## config.mk

```make
export PLATFORM = sky130hd
export DESIGN_NAME = act_lut_loader
export DESIGN_NICKNAME = d
export VERILOG_FILES = /design/src/rtl/act_pkg.sv /design/src/rtl/act_drain_cnt.sv /design/src/rtl/act_lut_loader.sv
export SDC_FILE = /design/constraint.sdc
export NUM_CORES = 1
export LEC_CHECK = 0
export ABC_AREA = 1
export CORE_ASPECT_RATIO = 0.6
export CORE_MARGIN = 1.5
export CORE_UTILIZATION = 44
export CTS_CLUSTER_DIAMETER = 200
export DETAILED_ROUTE_END_ITERATION = 8
export PLACE_DENSITY = 0.88
export SLEW_MARGIN = 20
export SYNTH_ARGS = -nofsm -noshare
export SYNTH_HDL_FRONTEND = slang
export SYNTH_SLANG_ARGS = --single-unit
```

## constraint.sdc

```tcl
create_clock -name i_clk -period 1.5 [get_ports i_clk]
set_clock_uncertainty 0.1 [all_clocks]
set_input_delay 0.15 -clock i_clk [delete_from_list [all_inputs] [get_ports i_clk]]
set_output_delay 0.15 -clock i_clk [all_outputs]
set_load 0.03 [all_outputs]
```

## src/rtl/act_pkg.sv

```systemverilog
// Shared constants and state encoding for the activation LUT loader.
package act_pkg;

    localparam int LUT_WIDTH  = 24;
    localparam int ADDR_WIDTH = 5;
    localparam int LUT_DEPTH  = 16;
    // Config word (q_encode) sits right after the coefficient entries.
    localparam int CFG_ADDR   = LUT_DEPTH;
    localparam int PIPE_LAT   = 4;

    // q_encode field positions inside the config word, 4 bits each.
    localparam int QE_FW      = 4;
    localparam int QE_F2_LSB  = 20;
    localparam int QE_F1_LSB  = 16;
    localparam int QE_F0_LSB  = 12;

    typedef enum logic [2:0] {
        S_IDLE,
        S_DRAIN,
        S_LOAD,
        S_FLUSH,
        S_DONE
    } state_e;

endpackage

```

## src/rtl/act_drain_cnt.sv

```systemverilog
// Reloadable down-counter that tracks how long the activation pipeline has
// been free of new round data. o_zero flags the cycle in which the counter
// runs out, so the owner can leave the drain phase on the following edge.
module act_drain_cnt #(
    parameter int PIPE_LAT = 4,
    parameter int CNT_W    = $clog2(PIPE_LAT + 1)
) (
    input  logic i_clk,
    input  logic i_rst,
    input  logic i_start,
    input  logic i_en,
    input  logic i_act_vld,
    output logic o_zero
);

    localparam logic [CNT_W-1:0] RELOAD = CNT_W'(PIPE_LAT);

    logic [CNT_W-1:0] cnt;

    // Reload on start or on any round-data beat while draining, else count down.
    always_ff @(posedge i_clk) begin
        if (i_rst) begin
            cnt <= '0;
        end else if (i_start || (i_en && i_act_vld)) begin
            cnt <= RELOAD;
        end else if (i_en && (cnt != '0)) begin
            cnt <= cnt - 1'b1;
        end
    end

    // Last quiet cycle: count reaches zero at this edge with no new beat.
    assign o_zero = i_en && !i_act_vld && (cnt <= CNT_W'(1));

endmodule

```

## src/rtl/act_lut_loader.sv

```systemverilog
// Sequencer that reloads the activation LUT while the datapath is live:
// hold off round data, wait for the pipe to drain, stream 16 coefficients
// plus one q_encode config word into the LUT write port, then release.
module act_lut_loader #(
    parameter int LUT_WIDTH  = act_pkg::LUT_WIDTH,
    parameter int ADDR_WIDTH = act_pkg::ADDR_WIDTH,
    parameter int LUT_DEPTH  = act_pkg::LUT_DEPTH,
    parameter int PIPE_LAT   = act_pkg::PIPE_LAT
) (
    input  logic                  i_clk,
    input  logic                  i_rst,
    input  logic                  i_load_req,
    input  logic                  i_act_vld,
    input  logic                  i_wdat_vld,
    input  logic [LUT_WIDTH-1:0]  i_wdat,
    output logic                  o_wdat_rdy,
    output logic                  o_act_hold,
    output logic                  o_lut_bramctl_en,
    output logic                  o_lut_bramctl_we,
    output logic [ADDR_WIDTH-1:0] o_lut_bramctl_addr,
    output logic [LUT_WIDTH-1:0]  o_lut_bramctl_wdata,
    output logic                  o_busy,
    output logic                  o_load_done,
    output logic                  o_err
);

    import act_pkg::state_e;
    import act_pkg::S_IDLE;
    import act_pkg::S_DRAIN;
    import act_pkg::S_LOAD;
    import act_pkg::S_FLUSH;
    import act_pkg::S_DONE;

    // Index of the config word, which is also the last accepted word.
    localparam logic [ADDR_WIDTH-1:0] CFG_IDX = ADDR_WIDTH'(LUT_DEPTH);

    state_e                state, state_nxt;
    logic [ADDR_WIDTH-1:0] idx;
    logic                  start;
    logic                  drain_en;
    logic                  drain_zero;
    logic                  hs;
    logic                  wr_q;

    assign start    = (state == S_IDLE) && i_load_req;
    assign drain_en = (state == S_DRAIN);
    assign hs       = i_wdat_vld && o_wdat_rdy;

    act_drain_cnt #(
        .PIPE_LAT (PIPE_LAT)
    ) u_drain (
        .i_clk     (i_clk),
        .i_rst     (i_rst),
        .i_start   (start),
        .i_en      (drain_en),
        .i_act_vld (i_act_vld),
        .o_zero    (drain_zero)
    );

    // State register.
    always_ff @(posedge i_clk) begin
        if (i_rst) state <= S_IDLE;
        else       state <= state_nxt;
    end

    // Next-state: the 17th handshake closes the stream, FLUSH lets its write land.
    always_comb begin
        state_nxt = state;
        case (state)
            S_IDLE:  if (i_load_req)               state_nxt = S_DRAIN;
            S_DRAIN: if (drain_zero)               state_nxt = S_LOAD;
            S_LOAD:  if (hs && (idx == CFG_IDX))   state_nxt = S_FLUSH;
            S_FLUSH:                               state_nxt = S_DONE;
            S_DONE:                                state_nxt = S_IDLE;
            default:                               state_nxt = S_IDLE;
        endcase
    end

    // State-decoded outputs; hold already drops in DONE.
    always_comb begin
        o_wdat_rdy  = (state == S_LOAD);
        o_act_hold  = (state == S_DRAIN) || (state == S_LOAD) || (state == S_FLUSH);
        o_busy      = (state != S_IDLE);
        o_load_done = (state == S_DONE);
    end

    // Word index: restarts at LOAD entry, advances per accepted word.
    always_ff @(posedge i_clk) begin
        if (i_rst)                      idx <= '0;
        else if (drain_en && drain_zero) idx <= '0;
        else if (hs)                    idx <= idx + 1'b1;
    end

    // Registered write port: one-cycle latency from handshake to strobe.
    always_ff @(posedge i_clk) begin
        if (i_rst) begin
            wr_q                <= 1'b0;
            o_lut_bramctl_addr  <= '0;
            o_lut_bramctl_wdata <= '0;
        end else begin
            wr_q <= hs;
            if (hs) begin
                o_lut_bramctl_addr  <= idx;
                o_lut_bramctl_wdata <= i_wdat;
            end
        end
    end

    assign o_lut_bramctl_en = wr_q;
    assign o_lut_bramctl_we = wr_q;

    // Sticky protocol error: round data issued while the LUT is being written.
    always_ff @(posedge i_clk) begin
        if (i_rst)                                           o_err <= 1'b0;
        else if (start)                                      o_err <= 1'b0;
        else if (i_act_vld && o_act_hold && (state != S_DRAIN)) o_err <= 1'b1;
    end

endmodule

```

# ---- Word level (Yosys, flattened, before mapping)
# Index checks and enable logic that the tools add are counted.
dict set report totals {
  wordCells 48
  regBits 42
  inputBits 29
  out_inout_bits 36
}
dict set report classes {
  n_mux 6
  n_eq_ne 9
  order_cmp 1
  n_addsub 2
  reduce_logical 22
}
# op n
set op_table {}
lappend op_table {{$mux W3} 5}
lappend op_table {{$pmux W3 S4} 1}
lappend op_table {{$logic_and A1 B1 Y1} 10}
lappend op_table {{$eq A3 B2 Y1 const B} 2}
lappend op_table {{$reduce_bool A3 Y1} 2}
lappend op_table {{$reduce_or A2 Y1} 3}
lappend op_table {{$add A5 B1 Y5 const B} 1}
lappend op_table {{$eq A5 B5 Y1 const B} 1}
lappend op_table {{$ne A2 B1 Y1 const B} 2}
lappend op_table {{$eq A3 B1 Y1 const B} 1}
lappend op_table {{$eq A3 B3 Y1 const B} 1}
lappend op_table {{$le A3 B1 Y1 const B} 1}
lappend op_table {{$logic_not A3 Y1} 1}
lappend op_table {{$logic_or A1 B1 Y1} 3}
lappend op_table {{$ne A3 B1 Y1 const B} 1}
lappend op_table {{$reduce_and A3 Y1} 1}
lappend op_table {{$sub A3 B1 Y3 const B} 1}
lappend op_table {{$ne A2 B2 Y1 const B} 1}
lappend op_table {{$reduce_bool A2 Y1} 1}
lappend op_table {{$logic_not A1 Y1} 1}

# ---- Depth between registers and ports, before layout
# Gate-level depths: netlist of the first run.
dict set report depth {
  depth_word 5
  depth_mapped 8
  mapped_depth_nobuf 8
}

# ---- Modules after synthesis
# From an unflattened synthesis of the first run, not the netlist that was laid out.
dict set report hier_totals {
  cells_unflattened 232
  area_unflattened_um2 1754.2
}
# module area_per_inst_um2 cells_per_inst seq_area_each_um2 n_inst
set modules_own_cells {}
lappend modules_own_cells {act_lut_loader 1527.7 200 780.7 1}
lappend modules_own_cells {act_drain_cnt 226.5 32 60.1 1}

# ---- Least setup slack after synthesis of the first run
# No wires, ideal clock.
dict set report synth_path {
  path_kind {register to register}
  startpoint {reg state[1]}
  endpoint {reg state[0]}
  path_stages_with_launch 7
  setup_slack_ns 0.135
  setup_ns 0.115
  required_ns 1.285
  synth_period_minus_slack_ns 1.365
  path_buffers 0
  arrival_time_ns 1.149
  cell_sequence {dfxtp_1 > nor2_1 > nand2_1 > nor2_1 > inv_1 > a31oi_1 > nor2_1}
}
dict set report synth_between {
  elab_chain_cells 5
  elab_cells_between_ends 13
  classes_between {eq/ne: 6; mux: 1; reduce/logical: 6}
}
# item line_no
set synth_lines {}
lappend synth_lines {{start: declaration} act_lut_loader.sv:37} ;# state_e state, state_nxt;
lappend synth_lines {{start signal: assignment} act_lut_loader.sv:63} ;# else state <= state_nxt;
lappend synth_lines {{$eq A3 B1 Y1 / $eq A3 B2 Y1 (equally long branches)} {act_lut_loader.sv:46, act_lut_loader.sv:69, act_lut_loader.sv:81}}
lappend synth_lines {{$logic_and A1 B1 Y1 (on tied branches)} {act_drain_cnt.sv:32, act_lut_loader.sv:47}}
lappend synth_lines {{$logic_and A1 B1 Y1 (on tied branches)} {act_drain_cnt.sv:32, act_lut_loader.sv:72}}
lappend synth_lines {{$ne A2 B1 Y1 (no line)} n/a}
lappend synth_lines {{$reduce_and A3 Y1 (no line)} n/a}
# Parallel ways exist; a longest one is shown, timed or not.
# A chain may end at the register's enable or synchronous reset.

# ---- Worst setup path after layout of the first run
dict set report layout_path {
  startpoint {reg state[2]}
  endpoint {out o_load_done}
}
dict set report layout_between {
  elab_chain_cells 1
}
# item line_no
set layout_lines {}
lappend layout_lines {{$eq A3 B3 Y1} act_lut_loader.sv:84} ;# o_load_done = (state == S_DONE);
lappend layout_lines {{end: declaration} act_lut_loader.sv:23} ;# output logic o_load_done,
# Every way passes these cells.

==> run metrics, run 1 <==
die width 84.8 um; Worst Path Required 1250 ps; vias in the first global route 1,501; fraction of power spent switching nets 0.403; status finished with violations; initial antenna violation count 0; fmax 703 MHz; Worst setup EP type output port; Combinational Power Share 0.424; CTS tree built; crit path DAT 1170 ps; Reg power frac 0.397; Overall Global Routing Usage 0.195; YS warnings 0; Slew @ Worst Pin 323 ps; nets 326; Power Total 3.67 mW; ANT nets after route 0; crit path max fanout 6; Syn-to-layout area delta 40.1%; WS Path Type flop to output port; sequential area share after synthesis 0.476; worst hold path class flop to flop; Yosys cell types 26; hold path cells 2; #FFs+latches synth 42; Setup Fix Bufs, Post-CTS 0; leading area contributor after synthesis dfxtp_1; GRT overflow 0; Lkg Pwr 1.20 nW; drt via density 4.83; Final setup viols 0; RD Place Congestion 0.844; Worst VDD drop 752 uV; relative slew slack 0.786; htree depth 2; Vias 1,637; Reg2Reg Depth 6; Hold Startpoint o_err; die footprint 4420 um^2; fin crit share 0.949; total wire length 4.02 mm; IO buf count 64; clk sinks 42; Final Hold Fails 0; Internal Power 2.19 mW; FF-to-FF setup slack 110 ps; Detailed Route Iter0 Violations 86; Ant. Diodes 0; area share of the largest cell type after synthesis 0.476; drt first pass iters 6; Synth Instances 227; top cells by area, synth dfxtp_1, nor2_1, o21ai_0, nand2_1, a21oi_1; crit path launch type flop; Syn Area/Cell 7.79 um^2; Slew Limit Fails 0; synthesized area 1770 um^2; clock root buffer clkbuf_8; FF-to-FF Start u_drain.cnt[1]; Core Util, Final 0.658; core area 3760 um^2; CTS Buf Count 5; Hold Crit Endpoint o_err; syn_nets 261; I/O pins 65; clk slew on worst S/H paths 70 ps; P_sw 1.48 mW; fin crit period 1420 ps; Placed Area 2430 um^2; first-pass GRT wire length 6.73 mm; failing checks DRC; largest net degree at the start of global routing 35; MaxCap Viol Count 0; final instance area 2480 um^2; Cell Pwr Density 1480 nW/um^2; drt wl/cell 11.9 um; Die Y-Extent 52.1 um; Initial Utilization 0.470; DRC 6; Rows 17; Clk pwr share 0.179; clk_lat worst skew 280 ps; layout cells sized above 1 0.0822; R2R Path End idx[3]; Max clock buf depth 2; HPWL after DPL 2.87 mm
## layout by cell type, fill, tap and decap left out, types with 2 or more instances in the layout
cell type        instances
inv_2                    2
nand2_1                 24
inv_1                   17
xnor2_1                  2
dlygate4sd2_1           32
a21oi_1                 12
o21ai_0                 25
clkdlybuf4s50_1         28
buf_4                    7
xor2_1                   2
clkbuf_8                 5
dfxtp_1                 41
buf_12                   2
clkbuf_1                 2
nand3_1                 10
ha_1                     5
o21bai_1                 2
nor2_1                  61
## critical path: stages (launching register included)
cell	delay, ps
dfxtp_1	390
inv_2	100
nor3_1	200
buf_4	210
## cells in the mapped netlist
master,n
nand2_1,24
a31oi_1,1
or2_0,1
buf_6,5
clkbuf_1,2
o21bai_1,2
nand3_4,1
a21oi_1,13
nor4_1,1
nand3_1,10
nor2_2,1
nor2_8,1
inv_1,17
nor3_1,2
buf_2,1
o21ai_0,25
buf_4,3
inv_2,2
dfxtp_1,42
xor2_1,2
ha_1,5
nand2_2,1
nor2_1,61
xnor2_1,2
a211oi_1,1
inv_4,1
## repair_timing
action                                  CTS  global route
pin swaps                                 0             0
endpoints found under the setup margin   32             5
resized for setup                        32             4
hold buffers                              0             0
## routing by layer
| layer | wire (um) | vias up | track usage |
|---|---|---|---|
| met4 | 48 | 0 | 0.0656 |
| met2 | 1600 | 55 | 0.296 |
| met1 | 2050 | 727 | 0.264 |
| met3 | 319 | 7 | 0.0619 |
| li1 | - | 848 | - |
| met5 | 0 | - | 0 |
## area by class of cell
type | instances | area (um^2)
Clock buffer | 7 | 76.3
Fill cell | 342 | 1290
Inverter | 20 | 80.1
Multi-Input combinational cell | 154 | 767
Sequential cell | 42 | 842
Tap cell | 47 | 58.8
Timing Repair Buffer | 69 | 653
## state kept, by name (all words and copies together), names as in the netlist
| signal | count |
|---|---|
| u_drain.cnt | 3 |
| idx | 5 |
| state | 3 |
| o_lut_bramctl_wdata | 24 |
| o_lut_bramctl_addr | 5 |
| o_err | 1 |
| o_lut_bramctl_en | 1 |
## power by group through the flow
stage | clock, mW | combinational, mW | sequential, mW
after CTS | 0.680 | 1.54 | 1.45
after detailed placement | 0 | 1.63 | 1.48
final | 0.658 | 1.56 | 1.46
after global placement | 0 | 1.61 | 1.47
after global routing | 0.730 | 1.72 | 1.48
after floorplan | 0 | 0.825 | 1.73
## kinds of logic (layout without fill, tap and decap cells)
kind of cell | Yosys count | count (layout) | share of synthesized area
simple gates | 103 | 103 | 0.250
compound gates | 42 | 42 | 0.124
flops | 42 | 42 | 0.476
buf+inv | 31 | 96 | 0.0955
fa+ha+maj | 5 | 5 | 0.0354
xor+xnor | 4 | 4 | 0.0198
## stage by stage
step | TNS (ps) | hold slack (ps) | std cells | setup slack (ps)
finish | 0 | 353 | 339 | 76.7
global route | -5.40 | 358 | 339 | -4.99
CTS | 0 | 345 | 339 | 47.2
detailed placement | 0 | 342 | 332 | 7.29
global placement | 0 | 333 | 332 | 57.2
floorplan | 0 | 185 | 227 | 135
## worst max path at each step
| stage | startpoint | end | slack (ps) | cells after the start |
|---|---|---|---|---|
| final | state[2] | o_load_done | 80 | 3 |
| after global placement | i_wdat_vld | o_lut_bramctl_addr[0] | 60 | 7 |
| after floorplan | state[1] | state[0] | 140 | 6 |
| after detailed placement | i_wdat_vld | idx[0] | 7 | 6 |
| after CTS | state[2] | o_load_done | 50 | 3 |
| after global routing | u_drain.cnt[1] | idx[3] | -5 | 6 |
Power figures use the tool's default switching activity.
==> run 2, diff against run 1 <==
--- a/config.mk
+++ b/config.mk
@@ -6,6 +6,7 @@
 export NUM_CORES = 1
 export LEC_CHECK = 0
 export ABC_AREA = 1
+export ABC_CLOCK_PERIOD_IN_PS = 1500
 export CORE_ASPECT_RATIO = 0.6
 export CORE_MARGIN = 1.5
 export CORE_UTILIZATION = 44
==> results of run 2 <==
Same layout as run 1: the final DEF is identical, and so are final timing and power.
==> run 3, diff against run 2 <==
--- a/config.mk
+++ b/config.mk
@@ -9,11 +9,12 @@
 export ABC_CLOCK_PERIOD_IN_PS = 1500
 export CORE_ASPECT_RATIO = 0.6
 export CORE_MARGIN = 1.5
-export CORE_UTILIZATION = 44
+export CORE_UTILIZATION = 34
 export CTS_CLUSTER_DIAMETER = 200
 export DETAILED_ROUTE_END_ITERATION = 8
-export PLACE_DENSITY = 0.88
+export PLACE_DENSITY = 0.73
 export SLEW_MARGIN = 20
 export SYNTH_ARGS = -nofsm -noshare
 export SYNTH_HDL_FRONTEND = slang
 export SYNTH_SLANG_ARGS = --single-unit
+export TNS_END_PERCENT = 20
==> run 3 against run 2 <==
  * Combinational power is 3% higher
  * Register-to-register slack worse by 40 ps
  * Largest cell class unchanged
  * Largest power group unchanged
  * The run now ends clean
  * Sequential cell count stayed put
  * Via count is 1.4% lower
  * Global-route usage is 4.1 points lower
  * First-iteration DRC count is 41% lower
  * Clock-buffer cell count is 1 lower
  * Die area is 28% higher
  * Cell area is 3.3% higher
  * Total power is 7.6% higher
==> run metrics, run 3 (synthesized netlist as in run 1, its figures left out) <==
status finished clean; Slew @ Worst Pin 324 ps; I/O pins 65; fraction of power spent switching nets 0.383; final instance area 2560 um^2; crit path launch type flop; hold path cells 3; Internal Power 2.44 mW; Final Non-Filler Cells 359; htree depth 2; Worst Path Required 1640 ps; Worst Setup SP u_drain.cnt[1]; FF-to-FF Start u_drain.cnt[1]; commonest non-fill, non-tap cell in the layout nor2_1; biggest regs o_lut_bramctl_wdata (24), idx (5), o_lut_bramctl_addr (5); unrepaired setup endpoints after global routing true; hold-fix buffers at CTS 0; Core Util, Final 0.509; Largest register FFs 24; WS Path Type flop to flop; dpl ws 45.3 ps; Syn-to-layout area delta 44.7%; drt wl/cell 11.5 um; drt first pass iters 4; nets 327; ANT nets after route 0; relative slew slack 0.785; first-pass GRT wire length 6.64 mm; Lkg Pwr 1.24 nW; Hold Crit Endpoint o_lut_bramctl_wdata[5]; Setup Fix Bufs, Post-CTS 0; clk sinks 42; hold_ws 338 ps; Reg2Reg Depth 8; crit path DAT 1570 ps; GRT overflow 0; commonest non-fill, non-tap cells in the layout nor2_1, dfxtp_1, dlygate4sd2_1; Placed Instances 352; CTS tree built; Clk pwr share 0.227; final worst slack 67.1 ps; most flop-heavy register o_lut_bramctl_wdata; vias in the first global route 1,472; clk slew on worst S/H paths 80 ps; slowest stage delay, CP 350 ps; RD Place Congestion 0.746; IO buf count 64; Worst VDD drop 939 uV; Cell Pwr Density 1540 nW/um^2; initial antenna violation count 0; Max stage delay cell, worst path dfxtp_1; total wire length 4.11 mm; crit path max fanout 3; MaxCap Viol Count 0; Overall Global Routing Usage 0.154; fin crit period 1430 ps; Detailed Route Iter0 Violations 51; layout cells sized above 1 0.0853; Placed Area 2480 um^2; Final Hold Fails 0; die footprint 5660 um^2; FF-to-FF setup slack 70 ps; fmax 698 MHz; Initial Utilization 0.351; HPWL after DPL 3.04 mm; core area 5030 um^2; P_sw 1.51 mW; Rows 20; Final setup viols 0; drt via density 4.50; worst hold path class primary input to flop; Worst setup EP type flop; R2R Path End state[1]; clk_lat worst skew 290 ps; DRC 0; clock root buffer clkbuf_8; cell breakdown of the critical path inv_1, ha_1, o21bai_1, a21oi_1, nor2_1, nand3_1, nand3_1, inv_1; Ant. Diodes 0; largest net degree at the start of global routing 35; die width 96.1 um; Vias 1,614; Max clock buf depth 2; fin crit share 0.955; CTS Buf Count 5; Hold Startpoint i_wdat[5]; Combinational Power Share 0.404; Slew Limit Fails 0; Die Y-Extent 58.9 um; Reg power frac 0.369
run 3: stage by stage:
| step | power (mW) | TNS (ps) |
|---|---|---|
| after floorplan | 2.56 | 0 |
| after global placement | 3.15 | 0 |
| after detailed placement | 3.18 | 0 |
| after CTS | 3.98 | 0 |
| after global routing | 4.20 | -9.57 |
| final | 3.95 | 0 |
run 3: worst max path at each step:
stage / to / slack [ps] / depth (start not counted)
after floorplan: state[0] / 140 / 6
after global placement: idx[0] / 80 / 6
after detailed placement: idx[0] / 50 / 6
after CTS: state[1] / 90 / 8
after global routing: state[1] / -10 / 8
final: state[1] / 70 / 8
run 3: cell type report:
| class | instances | area [um^2] |
|---|---|---|
| Sequential cell | 42 | 842 |
| Timing Repair Buffer | 70 | 686 |
| Fill cell | 516 | 2470 |
| Clock buffer | 6 | 82.6 |
| Tap cell | 66 | 82.6 |
| Multi-Input combinational cell | 154 | 758 |
| Clock inverter | 1 | 30.0 |
| Inverter | 20 | 77.6 |
run 3: repair_timing:
| item | in CTS | in global routing |
|---|---|---|
| gates resized for setup | 32 | 1 |
| setup endpoints to repair | 32 | 4 |
| pin swaps | 0 | 0 |
| endpoints found under the hold margin | 0 | 0 |
run 3: per-layer routing:
layer,wire [um],part of all wire,global-route usage
met5,0,0,0
met4,39,0.0095,0.0441
met3,365,0.089,0.0556
met2,1630,0.40,0.231
met1,2080,0.51,0.209
run 3: critical path: cells and delay by family (launching register included):
kind	cells	cell delay (ps)
flip-flops	1	350
buffers and inverters	2	130
AND/OR/NAND/NOR	3	230
adder cells (fa/ha/maj)	1	180
AO/OA/AOI/OAI	2	390
run 3: power groups by stage:
stage / clock [mW] / combinational (mW) / sequential (mW)
6_report: 0.897 / 1.60 / 1.46
5_1_grt: 0.981 / 1.73 / 1.49
4_1_cts: 0.923 / 1.61 / 1.45
3_5_place_dp: 0 / 1.70 / 1.48
3_3_place_gp: 0 / 1.67 / 1.48
2_1_floorplan: 0 / 0.825 / 1.73
